<file path="config.mk">
export PLATFORM = sky130hd
export DESIGN_NAME = load_store_unit
export DESIGN_NICKNAME = d
export VERILOG_FILES = /design/src/rtl/lsu_pkg.sv /design/src/rtl/lsu_align.sv /design/src/rtl/load_store_unit.sv
export SDC_FILE = /design/constraint.sdc
export NUM_CORES = 1
export LEC_CHECK = 0
export BUFFER_PORTS_ARGS = -buffer_cell sky130_fd_sc_hd__buf_2
export CAP_MARGIN = 20
export CORE_ASPECT_RATIO = 0.9
export CORE_MARGIN = 2
export CORE_UTILIZATION = 54
export DETAILED_ROUTE_END_ITERATION = 10
export GPL_TIMING_DRIVEN = 0
export PLACE_DENSITY = 0.9
export SKIP_CTS_REPAIR_TIMING = 1
export SLEW_MARGIN = 20
export SYNTH_ARGS = -nofsm -noshare
export SYNTH_HDL_FRONTEND = slang
export SYNTH_SLANG_ARGS = --single-unit
</file>
<file path="constraint.sdc">
create_clock -name clk -period 5.9 [get_ports clk]
set_input_delay 0.59 -clock clk [delete_from_list [all_inputs] [get_ports clk]]
set_output_delay 0.59 -clock clk [all_outputs]
set_load 0.01 [all_outputs]
</file>
<file path="src/rtl/lsu_pkg.sv">
// Shared definitions for the load/store unit: access-size codes, FSM
// states and the byte/halfword lane-select constants used by the
// alignment logic.
package lsu_pkg;

  typedef enum logic [1:0] {
    SZ_BYTE    = 2'b00,
    SZ_HALF    = 2'b01,
    SZ_WORD    = 2'b10,
    SZ_ILLEGAL = 2'b11
  } size_e;

  typedef enum logic [1:0] {
    ST_IDLE  = 2'b00,
    ST_READ  = 2'b01,
    ST_WRITE = 2'b10,
    ST_RESP  = 2'b11
  } lsu_state_e;

  // Byte lanes selected by addr[1:0], little-endian.
  localparam logic [1:0] LANE_B0 = 2'd0;
  localparam logic [1:0] LANE_B1 = 2'd1;
  localparam logic [1:0] LANE_B2 = 2'd2;
  localparam logic [1:0] LANE_B3 = 2'd3;

  // Halfword lanes selected by addr[1].
  localparam logic LANE_H0 = 1'b0;
  localparam logic LANE_H1 = 1'b1;

endpackage

</file>
<file path="src/rtl/lsu_align.sv">
// Combinational lane alignment for the load/store unit.
// Ports:
//   size_i     access size
//   sext_i     sign (1) / zero (0) extension for sub-word loads
//   byte_off_i byte offset within the word (addr[1:0])
//   rdata_i    word read from memory
//   wdata_i    right-justified store data
//   load_o     addressed lane shifted to bit 0 and extended
//   merge_o    read word with the addressed lane replaced by store data
module lsu_align
  import lsu_pkg::*;
(
  input  size_e       size_i,
  input  logic        sext_i,
  input  logic [1:0]  byte_off_i,
  input  logic [31:0] rdata_i,
  input  logic [31:0] wdata_i,
  output logic [31:0] load_o,
  output logic [31:0] merge_o
);

  logic [7:0]  byte_v;
  logic [15:0] half_v;

  always_comb begin
    byte_v = rdata_i[7:0];
    case (byte_off_i)
      LANE_B0: byte_v = rdata_i[7:0];
      LANE_B1: byte_v = rdata_i[15:8];
      LANE_B2: byte_v = rdata_i[23:16];
      LANE_B3: byte_v = rdata_i[31:24];
      default: byte_v = rdata_i[7:0];
    endcase
    half_v = (byte_off_i[1] == LANE_H1) ? rdata_i[31:16] : rdata_i[15:0];
  end

  always_comb begin
    load_o = rdata_i;
    case (size_i)
      SZ_BYTE: load_o = {{24{sext_i & byte_v[7]}}, byte_v};
      SZ_HALF: load_o = {{16{sext_i & half_v[15]}}, half_v};
      default: load_o = rdata_i;
    endcase
  end

  always_comb begin
    merge_o = rdata_i;
    case (size_i)
      SZ_BYTE: begin
        case (byte_off_i)
          LANE_B0: merge_o[7:0]   = wdata_i[7:0];
          LANE_B1: merge_o[15:8]  = wdata_i[7:0];
          LANE_B2: merge_o[23:16] = wdata_i[7:0];
          LANE_B3: merge_o[31:24] = wdata_i[7:0];
          default: merge_o        = rdata_i;
        endcase
      end
      SZ_HALF: begin
        if (byte_off_i[1] == LANE_H0) merge_o[15:0]  = wdata_i[15:0];
        else                          merge_o[31:16] = wdata_i[15:0];
      end
      default: merge_o = wdata_i;
    endcase
  end

endmodule

</file>
<file path="src/rtl/load_store_unit.sv">
// Load/store unit: takes one byte/halfword/word access from the pipeline,
// checks alignment and range, then drives a word-addressed data memory.
// Sub-word stores are read-modify-write.
// Ports:
//   clk, reset              clock, asynchronous active-high reset
//   req, we, size, sign_ext request, store/load, size code, load extension
//   addr, store_data        byte address, right-justified store data
//   ready                   unit is idle and will accept req
//   done, err               one-cycle completion pulse, fault flag
//   load_data               extended load result, held until next accept
//   mem_*                   word-addressed memory interface
module load_store_unit
  import lsu_pkg::*;
#(
  parameter int unsigned DEPTH = 1024
) (
  input  logic        clk,
  input  logic        reset,
  input  logic        req,
  input  logic        we,
  input  logic [1:0]  size,
  input  logic        sign_ext,
  input  logic [31:0] addr,
  input  logic [31:0] store_data,
  output logic        ready,
  output logic        done,
  output logic        err,
  output logic [31:0] load_data,
  output logic [31:0] mem_address,
  output logic [31:0] mem_write_data,
  output logic        mem_write,
  output logic        mem_read,
  input  logic [31:0] mem_read_data
);

  lsu_state_e  state_q;
  logic        we_q;
  size_e       size_q;
  logic        sext_q;
  logic [31:0] addr_q;
  logic [31:0] sdata_q;
  logic        fault_q;
  logic [31:0] ext_q;
  logic        done_q;
  logic        err_q;
  logic [31:0] load_q;
  logic [31:0] maddr_q;
  logic [31:0] mwdata_q;
  logic        mread_q;
  logic        mwrite_q;

  logic        fault_d;
  logic [31:0] align_load;
  logic [31:0] align_merge;

  always_comb begin
    fault_d = 1'b0;
    case (size)
      2'b11:   fault_d = 1'b1;
      2'b01:   fault_d = addr[0];
      2'b10:   fault_d = (addr[1:0] != 2'b00);
      default: fault_d = 1'b0;
    endcase
    if ({2'b00, addr[31:2]} >= 32'(DEPTH)) fault_d = 1'b1;
  end

  // Alignment only matters in READ, where the latched request and the
  // live memory word are both valid on the same edge.
  lsu_align u_align (
    .size_i     (size_q),
    .sext_i     (sext_q),
    .byte_off_i (addr_q[1:0]),
    .rdata_i    (mem_read_data),
    .wdata_i    (sdata_q),
    .load_o     (align_load),
    .merge_o    (align_merge)
  );

  always_ff @(posedge clk or posedge reset) begin
    if (reset) begin
      state_q  <= ST_IDLE;
      we_q     <= 1'b0;
      size_q   <= SZ_BYTE;
      sext_q   <= 1'b0;
      addr_q   <= '0;
      sdata_q  <= '0;
      fault_q  <= 1'b0;
      ext_q    <= '0;
      done_q   <= 1'b0;
      err_q    <= 1'b0;
      load_q   <= '0;
      maddr_q  <= '0;
      mwdata_q <= '0;
      mread_q  <= 1'b0;
      mwrite_q <= 1'b0;
    end else begin
      done_q <= 1'b0;
      err_q  <= 1'b0;
      case (state_q)
        ST_IDLE: begin
          if (req) begin
            we_q    <= we;
            size_q  <= size_e'(size);
            sext_q  <= sign_ext;
            addr_q  <= addr;
            sdata_q <= store_data;
            fault_q <= fault_d;
            ext_q   <= '0;
            load_q  <= '0;
            if (fault_d) begin
              state_q <= ST_RESP;
            end else if (!we || size != 2'b10) begin
              state_q <= ST_READ;
              mread_q <= 1'b1;
              maddr_q <= {2'b00, addr[31:2]};
            end else begin
              state_q  <= ST_WRITE;
              mwrite_q <= 1'b1;
              maddr_q  <= {2'b00, addr[31:2]};
              mwdata_q <= store_data;
            end
          end
        end
        ST_READ: begin
          mread_q <= 1'b0;
          ext_q   <= align_load;
          if (we_q) begin
            state_q  <= ST_WRITE;
            mwrite_q <= 1'b1;
            mwdata_q <= align_merge;
          end else begin
            state_q <= ST_RESP;
            maddr_q <= '0;
          end
        end
        ST_WRITE: begin
          state_q  <= ST_RESP;
          mwrite_q <= 1'b0;
          maddr_q  <= '0;
          mwdata_q <= '0;
        end
        ST_RESP: begin
          state_q <= ST_IDLE;
          done_q  <= 1'b1;
          err_q   <= fault_q;
          load_q  <= (fault_q || we_q) ? '0 : ext_q;
        end
        default: state_q <= ST_IDLE;
      endcase
    end
  end

  assign ready          = (state_q == ST_IDLE);
  assign done           = done_q;
  assign err            = err_q;
  assign load_data      = load_q;
  assign mem_address    = maddr_q;
  assign mem_write_data = mwdata_q;
  assign mem_write      = mwrite_q;
  assign mem_read       = mread_q;

endmodule

</file>
## Word-level counts from Yosys, hierarchy flattened

Index checks and enable logic that the tools add are counted.

- $lt $le $gt $ge: 1
- Mux-type cells: 41
- Equal/unequal tests: 17
- Bitwise logic cells: 2
- Reductions and logical operators: 16

Operators with widths:

| kind | number |
|---|---|
| 2-to-1 mux 32 bit | 9 |
| one-hot mux 32 bit (2 select lines) | 4 |
| one-hot mux 32 bit (3 select lines) | 2 |
| 2-to-1 mux 16 bit | 3 |
| 2-to-1 mux 8 bit | 4 |
| one-hot mux 8 bit (4 select lines) | 1 |
| greater-or-equal comparator 30 x 11 -> 1 bit, second input constant | 1 |
| equality test 2 bit, second input constant | 6 |
| inequality test 2 bit, second input constant | 6 |
| 2-to-1 mux 1 bit | 11 |
| equality test 2 x 1 -> 1 bit, second input constant | 4 |
| one-hot mux 2 bit (4 select lines) | 1 |
| AND reduction 4 bit | 2 |
| logical NOT 2 bit | 3 |
| 2-to-1 mux 2 bit | 3 |
| one-hot mux 1 bit (3 select lines) | 2 |
| AND reduction 2 bit | 3 |
| nonzero test 2 bit | 3 |
| AND reduction 5 bit | 1 |
| nonzero test 3 bit | 1 |
| AND 1 bit | 2 |
| logical OR 1 bit | 2 |
| inequality test 2 x 1 -> 1 bit, second input constant | 1 |
| one-hot mux 1 bit (2 select lines) | 1 |
| logical NOT 1 bit | 1 |

- Input bits: 103
- Output and inout bits: 101
- Logic and storage cells: 92
- Register bits: 173

## Logic depth before layout (Yosys ltp)

- Depth after elaboration: 6
- Depth in mapped cells: 8
- Mapped depth without buffers: 7

## Cells and area by module

A second synthesis with hierarchy kept.

- Cells, all modules: 860
- Area, all modules: 9111.2 um^2

Modules (own cells, without submodules):

| module | instances | area an instance (um^2) | cells each |
|---|---|---|---|
| load_store_unit | 1 | 7493.4 | 636 |
| lsu_align | 1 | 1617.8 | 224 |

## Worst setup path before layout

No wires, ideal clock.

- Path type: register to register
- From: reg state_q[0]
- To: reg addr_q[0]
- Arrival time: 1934 ps
- Library setup time: 125 ps
- Clock period less this slack: 2059 ps
- Data required time: 5775 ps
- Stages on the path, launching flop included: 8
- Slack: 3841 ps
- Path buffers: 3
- Path through: dfrtp_1 inv_1 ha_1 clkbuf_1 nand2_1 clkbuf_1 buf_1 mux2_2

- Cells in the longest elaborated chain, start to end: 2

Ends and longest elaborated chain:

| element | line | source |
|---|---|---|
| start, declared | load_store_unit.sv:36 | `lsu_state_e state_q;` |
| start signal, assigned | load_store_unit.sv:81 | `state_q <= ST_IDLE;` |
| start signal, assigned | load_store_unit.sv:111 | `state_q <= ST_RESP;` |
| start signal, assigned | load_store_unit.sv:113 | `state_q <= ST_READ;` |
| logical NOT 2 bit | -- |  |
| named net ready | load_store_unit.sv:25 | `output logic ready,` |
| AND reduction 2 bit (no line) | -- |  |
| end signal, assigned | load_store_unit.sv:105 | `addr_q <= addr;` |
| end, declared | load_store_unit.sv:40 | `logic [31:0] addr_q;` |

The timed path passes the listed nets, and every way through them passes these cells.
A chain may end at the register's enable or synchronous reset.

## Final worst setup path

- From: reg state_q[1]
- To: reg mwdata_q[6] (netlist: mem_write_data[6])

- Cells in the longest elaborated chain, start to end: 3

Ends and longest elaborated chain:

| element | line | source |
|---|---|---|
| equality test 2 x 1 -> 1 bit, or another cell as far along | load_store_unit.sv:99 | `case (state_q)` |
| inequality test 2 bit (no line) / nonzero test 3 bit (equally long branches) | -- |  |
| AND reduction 5 bit (no line) | -- |  |
| end signal, assigned | load_store_unit.sv:120 | `mwdata_q <= store_data;` |
| end signal, assigned | load_store_unit.sv:130 | `mwdata_q <= align_merge;` |
| end, declared | load_store_unit.sv:48 | `logic [31:0] mwdata_q;` |

Parallel ways exist; a longest one is shown, timed or not.

==> out/qor.txt <==
FF-to-FF End - mem_write_data[6]$_DFFE_PP0P_
nature of the critical path endpoint - register
fin crit share - 0.460
worst-case reg-to-reg path depth - 7
vias in the first global route - 6830
fillcell total - 1082
Post-Place Worst Slack - 3.29 ns
Hold Vio Cnt, Final - 0
Post-synth top flop - dfrtp_1
DR vias/cell - 6.11
CTS tree - built
Min Clock Period, post-route - 2.72 ns
yosys warns - 0
crit path from - state_q[1]$_DFFE_PP0N_
max-cap viol count - 0
Max Clock Freq - 0.368 GHz
Final Cell Area - 10100 um2
Total GRT Usage - 0.303
placed cell count - 1132
placed wire-length estimate - 17.7 mm
Final nets - 1060
CTS clk-pin slew, worst paths - 0.07 ns
Post-synth EDFFs - 0
total chip power - 6.07 mW
grt met3 use - 0.0843
Vias - 7105
busiest grt layer - met2
status - finished clean
Core Box Area - 14800 um2
endpoints failing setup - 0
Post-DRT Antenna Nets - 0
register-to-register path setup slack - 3.18 ns
GR Util met1 - 0.402
met2 Use GR - 0.456
GRT overflow - 0
Post-Syn Area - 8190 um2
P_leak - 5.03 nW
initial DRC count - 882
CP Launch Type - register
# port buffers - 201
endpoint arrival time on the critical path - 3.03 ns
Post-DP Area - 9480 um2
#FFs+latches synth - 171
later-pin clock latency in the skew report - 0.43 ns
TritonRoute pass-1 iters - 7
row cnt - 42
slew margin rel. - 0.431
Tightest Pin Transition - 0.847 ns
Synth async-reset ratio - 1.00
Setup crit end - mem_write_data[6]$_DFFE_PP0P_
Clock Path Buffers - 2
die height - 121 um
Final Skew - 0.0110 ns
I/O pin total - 204
largest net degree at the start of global routing - 102
GPL Wtd Cong - 0.946
share of layout cells above drive strength 1 - 0.373
Clock Sinks - 171
Cells after Synth - 731
Die X - 134 um
area grow syn2layout - 23.2%
CTS buffer count - 17
residual DRC count - 0
Worst EP required - 6.22 ns
Distinct cells, synth - 52
maximum VDD drop - 0.408 mV
PD cells - 602 nW/um2
setup TNS - 0 ns
crit-path max FO - 10
Final Max Slew Viols - 0
initial core utilization - 0.554
Final Non-Filler Cells - 1163
DRT Wirelength - 23.9 mm
first-pass GRT wire length - 37.1 mm
worst hold path type - in2async
routed len/inst - 20.6 um
sequential share of the synthesized area - 0.523
Clock Tree Root - clkbuf_16
diodes inserted - 0
r2r startpoint - state_q[1]$_DFFE_PP0N_
RSZ-0062 raised after global routing - false
initial antenna violation count - 0
setup ws final - 3.18 ns
die area - 16200 um2
H-tree depth - 4
Crit Path Category - reg2reg
mean post-synth cell area - 11.2 um2
[critical path, stage by stage (launching register included)]
cell and delay [ns]:
dfrtp_1 0.41, inv_1 0.09, ha_1 0.28, buf_2 0.23, clkbuf_1 0.46, clkbuf_1 0.54, o22ai_1 0.24, mux2_2 0.34
[worst min path at each step]
stage                                    start                            end  slack, ns  cells past startpoint
after CTS                                reset  mem_write_data[5]$_DFFE_PP0P_       0.21                      2
after global routing                     reset  mem_write_data[5]$_DFFE_PP0P_       0.24                      2
final                                    reset  mem_write_data[5]$_DFFE_PP0P_       0.19                      2
after detailed placement  ext_q[0]$_DFFE_PP0P_           ext_q[0]$_DFFE_PP0P_       0.47                      2
after global placement    ext_q[0]$_DFFE_PP0P_           ext_q[0]$_DFFE_PP0P_       0.46                      2
after floorplan           ext_q[0]$_DFFE_PP0P_           ext_q[0]$_DFFE_PP0P_       0.44                      2
[final cells by class]
class                      count  area [um2]  share of cell area
sequential                   171        4280               0.424
multi-input combinational    466        3510               0.348
inverter                      42         165              0.0164
tap                          198         248              0.0246
clock inverter                11         143              0.0141
buffer                        53         239              0.0237
timing repair buffer         202        1030               0.102
clock buffer                  20         467              0.0463
[cell families after synthesis]
| logic type | after synthesis | synth area share |
|---|---|---|
| adder cells (fa/ha/maj) | 4 | 0.00611 |
| flip-flops | 171 | 0.523 |
| other | 1 | 0.000458 |
| buffers and inverters | 95 | 0.0485 |
| multiplexers | 104 | 0.143 |
| AO/OA/AOI/OAI | 219 | 0.197 |
| AND/OR/NAND/NOR | 137 | 0.0825 |
[power breakdown]
part           switching [mW]  leakage [nW]  internal, mW
clock                   0.456         0.298         0.696
combinational            1.70          2.53          1.28
sequential              0.306          2.20          1.64
total                    2.46          5.03          3.61
[Yosys cell counts (all sizes together) (2+ instances only)]
| cell | number | area share |
|---|---|---|
| a21boi | 2 | 0.0018 |
| a21o | 6 | 0.0055 |
| a21oi | 21 | 0.013 |
| a221o | 16 | 0.020 |
| a221oi | 6 | 0.0064 |
| a222oi | 8 | 0.0098 |
| a22o | 33 | 0.035 |
| a22oi | 8 | 0.0073 |
| a31o | 8 | 0.0086 |
| a31oi | 2 | 0.0023 |
| a32o | 2 | 0.0024 |
| and2 | 2 | 0.0015 |
| buf | 20 | 0.014 |
| clkbuf | 33 | 0.015 |
| dfrtp | 171 | 0.52 |
| ha | 4 | 0.0061 |
| inv | 41 | 0.019 |
| mux2 | 94 | 0.13 |
| mux2i | 9 | 0.011 |
| nand2 | 60 | 0.028 |
| nand2b | 4 | 0.0031 |
| nand3 | 2 | 0.0012 |
| nor2 | 16 | 0.0076 |
| nor2b | 39 | 0.030 |
| nor3 | 4 | 0.0024 |
| nor4 | 7 | 0.0069 |
| o211ai | 11 | 0.011 |
| o21a | 5 | 0.0046 |
| o21ai | 50 | 0.031 |
| o221ai | 7 | 0.0075 |
| o22a | 5 | 0.0053 |
| o22ai | 25 | 0.019 |
[per-layer routing]
layer  up-vias  part of all wire
li1       3132                 -
met1      3429              0.39
met2       449              0.45
met3        95              0.10
met4         0             0.047
met5         -                 0
[state kept, by name, indices dropped and copies added (netlist names)]
| name | count |
|---|---|
| done | 1 |
| mem_write | 1 |
| err | 1 |
| state_q | 2 |
| sext_q | 1 |
| we_q | 1 |
| mem_write_data | 32 |
| addr_q | 2 |
| mem_read | 1 |
| ext_q | 32 |
| size_q | 2 |
| fault_q | 1 |
| load_data | 32 |
| sdata_q | 32 |
| mem_address | 30 |
[metrics by stage]
stage	utilization	hold slack [ns]
after floorplan	-	0.440
after global routing	0.683	0.239
final	0.683	0.187
after CTS	0.683	0.214
after detailed placement	0.642	0.465
after global placement	0.639	0.461
[cells in the final DEF, fill, tap and decap left out, drive strengths merged, types with 9 or more instances in the layout]
master	n
a21oi	21
a221o	16
a22o	33
buf	222
clkbuf	53
dfrtp	171
inv	42
mux2	94
mux2i	9
nand2	60
nor2	16
nor2b	39
o211ai	11
o21ai	50
o22ai	25
Note: power is estimated with default switching activity, not from simulation.
